[src/rtl/nn_pkg.sv]
// Shared datapath definitions for the layer and argmax classifier stages.
package nn_pkg;

    localparam int T = 16;

    typedef logic signed [T-1:0] data_t;

    // Index width for n entries; never narrower than one bit.
    function automatic int idx_w(input int n);
        return (n <= 2) ? 1 : $clog2(n);
    endfunction

endpackage

[src/rtl/argmax_8_16.sv]
// Streaming argmax: consumes N signed words per vector and emits the index and
// value of the largest one, ties resolved toward the lower index.
module argmax_8_16
    import nn_pkg::*;
#(
    parameter int N  = 8,
    parameter int TW = nn_pkg::T,
    localparam int IW = idx_w(N)
) (
    input  logic                 clk,
    input  logic                 reset,
    input  logic                 s_valid,
    input  logic                 m_ready,
    input  logic signed [TW-1:0] data_in,
    output logic                 m_valid,
    output logic                 s_ready,
    output logic [IW-1:0]        idx_out,
    output logic signed [TW-1:0] max_out
);

    localparam logic [IW-1:0] LAST = IW'(N - 1);

    logic [IW-1:0]        cnt_q, cnt_d;
    logic signed [TW-1:0] cur_max_q, cur_max_d;
    logic [IW-1:0]        cur_idx_q, cur_idx_d;
    logic                 m_valid_q, m_valid_d;
    logic [IW-1:0]        idx_q, idx_d;
    logic signed [TW-1:0] max_q, max_d;

    logic                 accept, is_last;
    logic signed [TW-1:0] nxt_max;
    logic [IW-1:0]        nxt_idx;

    always_comb begin
        is_last = (cnt_q == LAST);
        // Only the final word can overwrite the output register, so only it waits.
        s_ready = !is_last || !m_valid_q || m_ready;
        accept  = s_valid && s_ready;

        nxt_max = cur_max_q;
        nxt_idx = cur_idx_q;
        if (cnt_q == '0) begin
            nxt_max = data_in;
            nxt_idx = '0;
        end else if (data_in > cur_max_q) begin
            nxt_max = data_in;
            nxt_idx = cnt_q;
        end

        cnt_d     = cnt_q;
        cur_max_d = cur_max_q;
        cur_idx_d = cur_idx_q;
        idx_d     = idx_q;
        max_d     = max_q;
        m_valid_d = m_valid_q && !m_ready;

        if (accept) begin
            cur_max_d = nxt_max;
            cur_idx_d = nxt_idx;
            cnt_d     = is_last ? '0 : cnt_q + 1'b1;
            if (is_last) begin
                idx_d     = nxt_idx;
                max_d     = nxt_max;
                m_valid_d = 1'b1;
            end
        end
    end

    always_ff @(posedge clk) begin
        if (reset) begin
            cnt_q     <= '0;
            cur_max_q <= '0;
            cur_idx_q <= '0;
            m_valid_q <= 1'b0;
            idx_q     <= '0;
            max_q     <= '0;
        end else begin
            cnt_q     <= cnt_d;
            cur_max_q <= cur_max_d;
            cur_idx_q <= cur_idx_d;
            m_valid_q <= m_valid_d;
            idx_q     <= idx_d;
            max_q     <= max_d;
        end
    end

    assign m_valid = m_valid_q;
    assign idx_out = idx_q;
    assign max_out = max_q;

endmodule

[config.mk]
export PLATFORM = sky130hd
export DESIGN_NAME = argmax_8_16
export DESIGN_NICKNAME = d
export VERILOG_FILES = /design/src/rtl/nn_pkg.sv /design/src/rtl/argmax_8_16.sv
export SDC_FILE = /design/constraint.sdc
export NUM_CORES = 1
export LEC_CHECK = 0
export CAP_MARGIN = 20
export CORE_AREA = 2 2 50 99
export DETAILED_ROUTE_END_ITERATION = 6
export DIE_AREA = 0 0 52 101
export GPL_ROUTABILITY_DRIVEN = 0
export GPL_TIMING_DRIVEN = 0
export PLACE_DENSITY = 0.83
export RECOVER_POWER = 100
export SYNTH_ARGS = -nofsm -noshare
export SYNTH_HDL_FRONTEND = slang
export SYNTH_SLANG_ARGS = --single-unit
[constraint.sdc]
create_clock -name clk -period 4.6 [get_ports clk]
set_clock_uncertainty 0.05 [all_clocks]
set_input_delay 0.46 -clock clk [delete_from_list [all_inputs] [get_ports clk]]
set_output_delay 0.46 -clock clk [all_outputs]
set_load 0.01 [all_outputs]
# Yosys cells after proc, flatten, opt, wreduce, memory -nomap -nowiden
# Index checks and enable logic that the tools add are counted.
[word_totals]
reg_bits = 42
inputBits = 20
out_inout_bits = 21
[classes]
add_sub_neg = 1
order_cmp = 1
n_eq_ne = 1
n_mux = 7
n_reduce_logical = 9
[op_table]
columns = ["op", "n"]
rows = [
  ["16-bit two-way mux", 2],
  ["16-bit greater-than comparator", 1],
  ["3-bit two-way mux", 3],
  ["3-bit by 1-bit adder with 3-bit output, second input constant", 1],
  ["3-bit equality test, second input constant", 1],
  ["1-bit zero test", 3],
  ["3-bit zero test", 1],
  ["1-bit logical AND", 2],
  ["1-bit logical OR", 2],
  ["1-bit two-way mux", 2],
  ["2-bit AND reduction", 1],
]

# Logic depth before layout (Yosys ltp)
# Gate-level depths: netlist (run 1).
[depth]
ltp_word = 6
ltp_mapped = 10

# Worst setup path before layout (run 1)
# No wires, ideal clock.
[synth_timing]
kind = "input-to-reg"
startpoint = "input data_in[15]"
endpoint = "register max_q[5] (netlist: max_out[5])"
setup_time_ps = 132
arrival_time_ps = 2226
path_slack_ps = 2192
path_stages = 9
n_path_buf = 2
path_cell_list = "ha_1 > nand4_4 > o21bai_1 > a211o_2 > nor4_4 > or2_1 > buf_2 > buf_6 > a211oi_2"
[synth_between]
elab_chain_cells = 3
[synth_lines]
columns = ["element", "line", "text"]
rows = [
  ["from (decl)", "argmax_8_16.sv:14", "input logic signed [TW-1:0] data_in,"],
  ["16-bit greater-than comparator", "argmax_8_16.sv:45", "end else if (data_in > cur_max_q) begin"],
  ["16-bit two-way mux", "argmax_8_16.sv:45", ""],
  ["16-bit two-way mux", "argmax_8_16.sv:42", "if (cnt_q == '0) begin"],
  ["to (signal assigned)", "argmax_8_16.sv:83", "max_q <= max_d;"],
  ["to (decl)", "argmax_8_16.sv:28", "logic signed [TW-1:0] max_q, max_d;"],
]
# No other way between the ends.
# A chain may end at the register's enable or synchronous reset.

# Worst setup path in the final report (run 1)
[layout_timing]
startpoint = "input data_in[15]"
endpoint = "register max_q[7] (netlist: max_out[7])"
# Same word-level chain as after synthesis.

==> results summary, run 1 <==
TritonCTS built the clock tree. The design area came out at roughly 0.003 mm2. The maximum number of pins on one net before global-route repair is 13.

The type of the most critical hold path is reg2reg. The via count of the first global-routing pass is roughly 2300. The tool flagged a number of max-cap violations equal to 0. Measured against its own limit, the worst slew margin works out to 24.7%. The flop and latch count out of synthesis came out at between 40 and 50. The tree is rooted in a sky130_fd_sc_hd__clkbuf_8.

The standard cell core area came out at 0.00451 mm2. The number of cells upsized or downsized after cts came out at 0. The global-route congestion overflow total came out at 0. The worst-margin pin slew came out at 1.12 ns. At the worst endpoint, the required time is 4.69 ns. The clock tree synthesis step divided the H-tree into 2 levels. The share of synthesized area in the top cell type comes to between 30% and 40%. The number of buffers inserted for hold repair after clock tree synthesis came out at 0. In the synthesized netlist the async set-or-reset flop fraction comes to 0%. The via count came out at roughly 2400. The worst setup path is captured at a flop.

The final hold violation count came to 0. The number of buffers created by CTS came out at 5. In this run the most critical hold path is launched from idx_out[2]$_SDFFE_PP0P_.

The worst path uses about four fifths of the clock period. The analysis attributes to cell leakage a power of roughly 0.0012 uW. After synthesis, flip-flops and latches occupy around a third of the total area. The antenna diode instance count came out at 0. For this design, the sink count on the clock tree is between 40 and 50.

In the synthesized netlist the dominant register cell turns out to be sky130_fd_sc_hd__dfxtp_1. The cell count after synthesis is around 290. The peak supply drop is 251 uV. The total half-perimeter wirelength after legalization and detailed placement is between 4000 and 5000 um. Clock-pin slew was measured on the worst setup and hold paths at around 0.090 ns.

The maximum fanout along the worst path came out at 10. The total negative slack came out at 0 ns. The net count of the finished layout came out at roughly 370. The signed area change from the synthesized netlist to the final layout is 19.3%. The flow ran to the end, and the final reports show no timing, DRC or antenna violations. Dividing the detail-routed wire length by the instance count gives approximately 17 um. The detailed-route vias per instance is between 6 and 7. The fraction of final layout cells with drive strength greater than 1 is under 10%.

The worst setup path is launched from a primary input. By startpoint and endpoint, the worst setup path is classified as in2reg. In this run the cell area measured after placement is a little under 0.003 mm2.

The insertion delay of the later-clocked pin in the worst-skew pair is roughly 0.3 ns. The die span in x came out at between 50 and 60 um. Tracing the worst setup path back leads to its startpoint at data_in[15]. The beginning of the worst register-to-register path is cur_max_q[14]$_SDFFE_PP0P_. Setup repair after global routing left no endpoint under its margin. The starting DRC count in detailed routing came out at 87. Setup violations remaining at the end of the flow were counted as 0.

The power per standard cell area came out at approximately 260 mW/mm2. The number of flops mapped to enable cells by yosys is 0. The time the worst path needs with I/O delays and setup is approximately 3.6 ns.

The detailed-route DRC error count came out at 0. The total track usage came out at roughly 27%. The post-CTS setup-driven buffer insertion count is 0. The aggregate routed wire length is 6510 um.

The final max-slew violation count is 0. The distinct cell type count of the synthesized netlist is 45. The Yosys warning count came out at 0. For this configuration, the core starts out at a cell density of a little under three fifths. The first TritonRoute pass finished after 4 iterations. Yosys attributes the largest share of cell area to sky130_fd_sc_hd__dfxtp_1 (33%), sky130_fd_sc_hd__ha_1 (9.5%), sky130_fd_sc_hd__nand2_1 (6.6%), sky130_fd_sc_hd__mux2i_1 (6.0%), sky130_fd_sc_hd__a211oi_2 (5.5%). The net count after synthesis is between 300 and 400. The dominant cell type by area after synthesis is sky130_fd_sc_hd__dfxtp_1. The boundary pin count came out at 41.

The standard-cell row count is 35. The number of buffers on the longest clock path came out at 2. The global-route wire length before repair is around 11000 um. Each instance of the synthesized netlist takes up on average a little under 9 um2.

The initial antenna violation count is 0. The die height is around 100 um. In the layout the commonest cells are sky130_fd_sc_hd__nand2_1 (44), sky130_fd_sc_hd__dfxtp_1 (42), sky130_fd_sc_hd__inv_1 (23), sky130_fd_sc_hd__nor2_1 (23), sky130_fd_sc_hd__dlygate4sd3_1 (21). Leaving out fill and tap cells, the most frequent cell in the layout is sky130_fd_sc_hd__nand2_1. The die footprint came out at approximately 0.0053 mm2. The residual antenna-violating net count after detailed routing is 0. During placement, the flow inserted port buffers numbering 40. The arrival time reported for the critical path endpoint is approximately 3.7 ns. Hold timing on the final database bottoms out at a slack of ~0.41 ns. The maximum operating frequency came out at 0.277 GHz. The synthesized area is 0.00251 mm2.
## power breakdown
part	switching (uW)	internal [uW]	leakage [uW]
logic	92.9	61.9	0.000833
registers	10.3	376	0.000342
clock network	131	121	0.0000482
total	234	559	0.00122
## registers in the layout (all words and copies together), names as in the netlist
signal / cells
m_valid: 1
max_out: 16
idx_out: 3
cnt_q: 3
cur_max_q: 16
cur_idx_q: 3
## Yosys cell counts, types with 4 or more instances
library cell and number:
sky130_fd_sc_hd__dfxtp_1 42, sky130_fd_sc_hd__a21oi_1 9, sky130_fd_sc_hd__nor2b_1 4, sky130_fd_sc_hd__o21ai_0 15, sky130_fd_sc_hd__buf_6 5, sky130_fd_sc_hd__inv_1 23
sky130_fd_sc_hd__mux2i_1 15, sky130_fd_sc_hd__nand2_1 44, sky130_fd_sc_hd__nor2_1 23, sky130_fd_sc_hd__a211oi_1 6, sky130_fd_sc_hd__nor4_1 16, sky130_fd_sc_hd__clkbuf_1 9
sky130_fd_sc_hd__o21ai_1 4, sky130_fd_sc_hd__ha_1 19, sky130_fd_sc_hd__nand4_1 4, sky130_fd_sc_hd__a211oi_2 11
## critical path, stage by stage
cell and delay [ns]:
sky130_fd_sc_hd__clkdlybuf4s50_1 0.48, sky130_fd_sc_hd__ha_1 0.40, sky130_fd_sc_hd__nand4_4 0.17, sky130_fd_sc_hd__nor4_1 0.42, sky130_fd_sc_hd__nor2b_1 0.14, sky130_fd_sc_hd__a211oi_1 0.39, sky130_fd_sc_hd__or2_1 0.18, sky130_fd_sc_hd__clkbuf_1 0.25
sky130_fd_sc_hd__clkbuf_1 0.63, sky130_fd_sc_hd__a211oi_1 0.17
## kinds of logic (layout without fill, tap and decap cells)
family	Yosys count	in the layout	share of synthesized area (%)
and+or+nand+nor	106	106	21.4
buffers and inverters	41	89	8.52
DFF	42	42	33.5
adders and majority gates	19	19	9.47
AOI/OAI and AO/OA	65	65	21.1
muxes	15	15	5.98
## routing by layer
metal | part of all wire, % | track usage, %
met1 | 39 | 31.0
met2 | 53 | 46.3
met3 | 6.0 | 3.12
met4 | 2.3 | 14.4
met5 | 0 | 0
## layout make-up
cell class	count	area, um2
inverters	23	86.3
clock buffers	7	86.3
well taps	55	68.8
fillers	389	1520
repair buffers	40	400
flip-flops and latches	42	841
plain buffers	18	95.1
multi-input cells	205	1410
clock inverters	1	5.00
## final timing paths
| check | cells after the start | end | slack, ns |
|---|---|---|---|
| max | 10 | max_out[7]$_SDFFE_PP0P_ | 1.0 |
| max reg2reg | 10 | max_out[7]$_SDFFE_PP0P_ | 1.24 |
| min reg2reg | 2 | idx_out[2]$_SDFFE_PP0P_ | 0.41 |
| min | 2 | idx_out[2]$_SDFFE_PP0P_ | 0.41 |
## stage by stage
stage | instances | utilization (%) | power (uW) | worst slack [ns]
2_1_floorplan | 288 | - | 504 | 2.19
3_3_place_gp | 383 | 66.1 | 549 | 1.51
3_5_place_dp | 383 | 66.1 | 556 | 1.48
4_1_cts | 391 | 68.1 | 805 | 1.74
5_1_grt | 391 | 66.4 | 822 | 0.883
6_report | 391 | 66.4 | 793 | 0.995
(Power assumes the default switching activity.)
==> inputs of run 2 (changes only) <==
CORE_AREA = 2 2 52 103   (was 2 2 50 99)
DIE_AREA = 0 0 54 105   (was 0 0 52 101)
PLACE_DENSITY = 0.77   (was 0.83)
clock period = 3.8 ns   (was 4.6 ns; I/O delays follow)
==> results summary, run 2 (synthesis gave the netlist of run 1 again) <==
The number of buffers inserted for hold repair after clock tree synthesis is 0 (unchanged). The worst hold path begins at idx_out[1]$_SDFFE_PP0P_. The arrival time reported for the critical path endpoint came out at 3.25 ns (-0.44 ns). The residual antenna-violating net count after detailed routing came out at 0 (unchanged).

The worst path setup slack after routing came out at 0.672 ns (-0.324 ns). Leaving out fill and tap cells, the most frequent cells in the layout are sky130_fd_sc_hd__nand2_1 (44), sky130_fd_sc_hd__dfxtp_1 (42), sky130_fd_sc_hd__inv_1 (23), sky130_fd_sc_hd__nor2_1 (23), sky130_fd_sc_hd__dlygate4sd3_1 (22). The total number of H-tree levels came out at 2 (unchanged). The total negative slack came out at 0 ns (unchanged). The worst slew slack as a fraction of its limit was 56.4% (+32 points). The share of the clock period used by the worst path is ~82%.

The worst path buffer plus inverter count is 3 (unchanged). The depth of the critical timing path with buffers and inverters included came out at 10 (unchanged). The footprint of the flip-flops and latches came out at 841 um2 (unchanged). The standard cell area after detailed placement is 0.00298 mm2 (about the same).

The die span in x came to 54 um (+3.8%). The setup slack on the worst flop-to-flop path is 0.93 ns (-0.31 ns). The antenna diode instance count is 0 (unchanged). The category of the worst setup path capture point is a flop. The worst register-to-register path begins at cur_max_q[7]$_SDFFE_PP0P_. The count of buffers inserted at the top-level ports is 40 (unchanged). The total area of multi-input combinational cells was 0.00140 mm2 (-0.97%).

The run finished with clean final reports. The required time of the critical path came out at 3.93 ns (-0.76 ns). The die height came out at 105 um (+4.0%).

The setup slack at placement is 0.748 ns (-0.736 ns). The root buffer cell chosen for the clock tree is sky130_fd_sc_hd__clkbuf_8. Counting stages on the worst path, the most repeated cell is sky130_fd_sc_hd__a211oi_1. The maximum fanout along the worst path came out at 10 (unchanged). The signed area change from the synthesized netlist to the final layout is 20.9%. The total net switching power is 282 uW (+21%). The share of total power in the clock network came out at 34.2% (+2.4 points). The power share of the combinational group came out at 19.1% (-0.4 points). The initial cell density of the core is 51.6% (-4.1 points). The design area came out at 0.00304 mm2 (+1.3%). The CTS tree is done. The critical path in this run is classified as in2reg. The standard cell core area was 0.00486 mm2 (+7.9%).

The global-route wire length before repair came to 10900 um (+2.4%). Leaving out fill and tap cells, the most frequent cell in the layout is sky130_fd_sc_hd__nand2_1. The time the worst path needs with I/O delays and setup is around 3.1 ns. The max-capacitance violation count came out at 0 (unchanged). The total half-perimeter wirelength after legalization and detailed placement is 4940 um (+6.2%). Walking the worst path, the cells encountered are dlygate4sd3_1 > ha_1 > nand4_1 > nor4_1 > nor2b_1 > a211oi_1 > or2_1 > buf_2 > buf_6 > a211oi_1. The standby leakage power came to 0.00125 uW (+2.3%).

The detailed-router iteration count before antenna repair was 4 (unchanged). The maximum operating frequency is roughly 0.32 GHz. The detailed-route DRC error count came out at 0 (unchanged). The endpoint identified for the worst register-to-register timing path is max_out[5]$_SDFFE_PP0P_. The mean routed wirelength per cell came out at 17.1 um (+2.8%). The insertion delay of the later-clocked pin in the worst-skew pair is 0.30 ns (about the same). The die footprint came out at 0.00567 mm2 (+8.0%). On the critical path, the stage with the largest delay is an instance of sky130_fd_sc_hd__dlygate4sd3_1. The starting DRC count in detailed routing came out at 55 (-37%). The final worst hold slack is 0.425 ns (+0.0131 ns). The type of the most critical hold path is reg2reg.

The cell depth of the worst hold path came to 2 (unchanged). The post-CTS setup-driven buffer insertion count came out at 0 (unchanged). The number of fill cells in the layout came out at 437 (+12%). The family with the most delay on the worst path is buffers and inverters.

The final max-slew violation count came to 0 (unchanged). Setup repair after global routing left no endpoint under its margin. The net count of the finished layout came out at 374 (unchanged). The final hold violation count came to 0 (unchanged). The number of buffers on the longest clock path came out at 2 (unchanged).

The initial antenna violation count came to 0 (unchanged). The maximum number of pins on one net before global-route repair came out at 13 (unchanged). The clock-pin slew of the registers on the worst-case setup and hold paths was 0.08 ns (about the same). The net switching fraction of the power is 28.2% (-1.3 points). The sum of internal, switching and leakage power came out at 1000 uW (+26%). The cell internal power dissipation is 719 uW (+29%). The via count of the first global-routing pass came out at 2498 (+7.8%). The peak supply drop came to 324 uV (+29%).

The standard-cell row count came out at 36 (+2.9%). The share of total power in sequential cells is 46.7% (-2.0 points). The sink count of the clock tree was 42 (unchanged). The number of cells upsized or downsized after cts was 0 (unchanged). The global-route congestion overflow total is 0 (unchanged). The worst-margin pin slew came out at 0.650 ns (-0.471 ns). The worst reg-to-reg path cell count was 10 (unchanged). The fraction of final layout cells with drive strength greater than 1 is 8.04% (+0.30 points). The detailed-route vias per instance was 5.90 (-1.9%). The number of buffers created by CTS is 5 (unchanged).

The total track usage came out at 25.8% (-0.97 points). The element type at the critical path start is a primary input. The aggregate routed wire length came out at 6720 um (+3.3%). The total of endpoints with negative setup slack in the final report came out at 0 (unchanged). The via count came out at 2318 (-1.4%). The boundary pin count came to 41 (unchanged). The power per standard cell area is 330 mW/mm2 (+25%).

The endpoint of the worst hold-timing path is idx_out[1]$_SDFFE_PP0P_. The delay contributed by the slowest stage of the critical path came to 0.59 ns (-0.04 ns).
run 2: changes by cell type in the layout (fill, tap and decap cells not counted), sizes merged:
cell / previous run / this run
buf: 4 / 8
clkbuf: 21 / 18
clkdlybuf4s50: 19 / 18
clkinv: 1 / 0
dlygate4sd3: 21 / 22
run 2: metal layers:
layer  routed length (um)  share of wire [%]  vias to the layer above  global-route usage, %
li1                     -                  -                     1122                      -
met1                 2430                 36                     1109                   24.6
met2                 3770                 56                       68                   47.5
met3                  297                4.4                       19                   3.43
met4                  229                3.4                        0                   16.1
met5                    0                  0                        -                      0
run 2: power groups by stage:
stage | clock [uW] | combinational, uW | sequential (uW)
after floorplan | 0 | 136 | 474
after CTS | 346 | 198 | 468
final | 342 | 191 | 468
after global placement | 0 | 190 | 477
after detailed placement | 0 | 196 | 478
after global routing | 358 | 210 | 469
run 2: worst max-delay path by stage:
stage | slack (ns) | from | end
detailed placement | 0.75 | data_in[7] | max_out[5]$_SDFFE_PP0P_
finish | 0.67 | data_in[7] | max_out[5]$_SDFFE_PP0P_
floorplan | 1.47 | data_in[15] | max_out[5]$_SDFFE_PP0P_
global route | 0.50 | data_in[7] | max_out[7]$_SDFFE_PP0P_
global placement | 0.78 | data_in[15] | max_out[5]$_SDFFE_PP0P_
CTS | 1.03 | data_in[7] | max_out[13]$_SDFFE_PP0P_
run 2: layout make-up:
class / instances / share of cell area [%]
multi-input combinational: 205 / 46.1
sequential: 42 / 27.7
timing repair buffer: 40 / 13.2
buffer: 18 / 4.20
clock buffer: 8 / 3.63
inverter: 23 / 2.84
tap: 57 / 2.35
run 2: per-stage QoR:
stage	instances	util (%)
floorplan	288	-
detailed placement	385	61.3
CTS	393	63.6
global placement	385	61.3
global route	393	62.4
finish	393	62.4
run 2: worst min-delay path: cells and delay by family, from the launching register on:
family,cells,cell delay (ns)
DFF,1,0.33
AOI/OAI and AO/OA,1,0.07
and+or+nand+nor,1,0.05
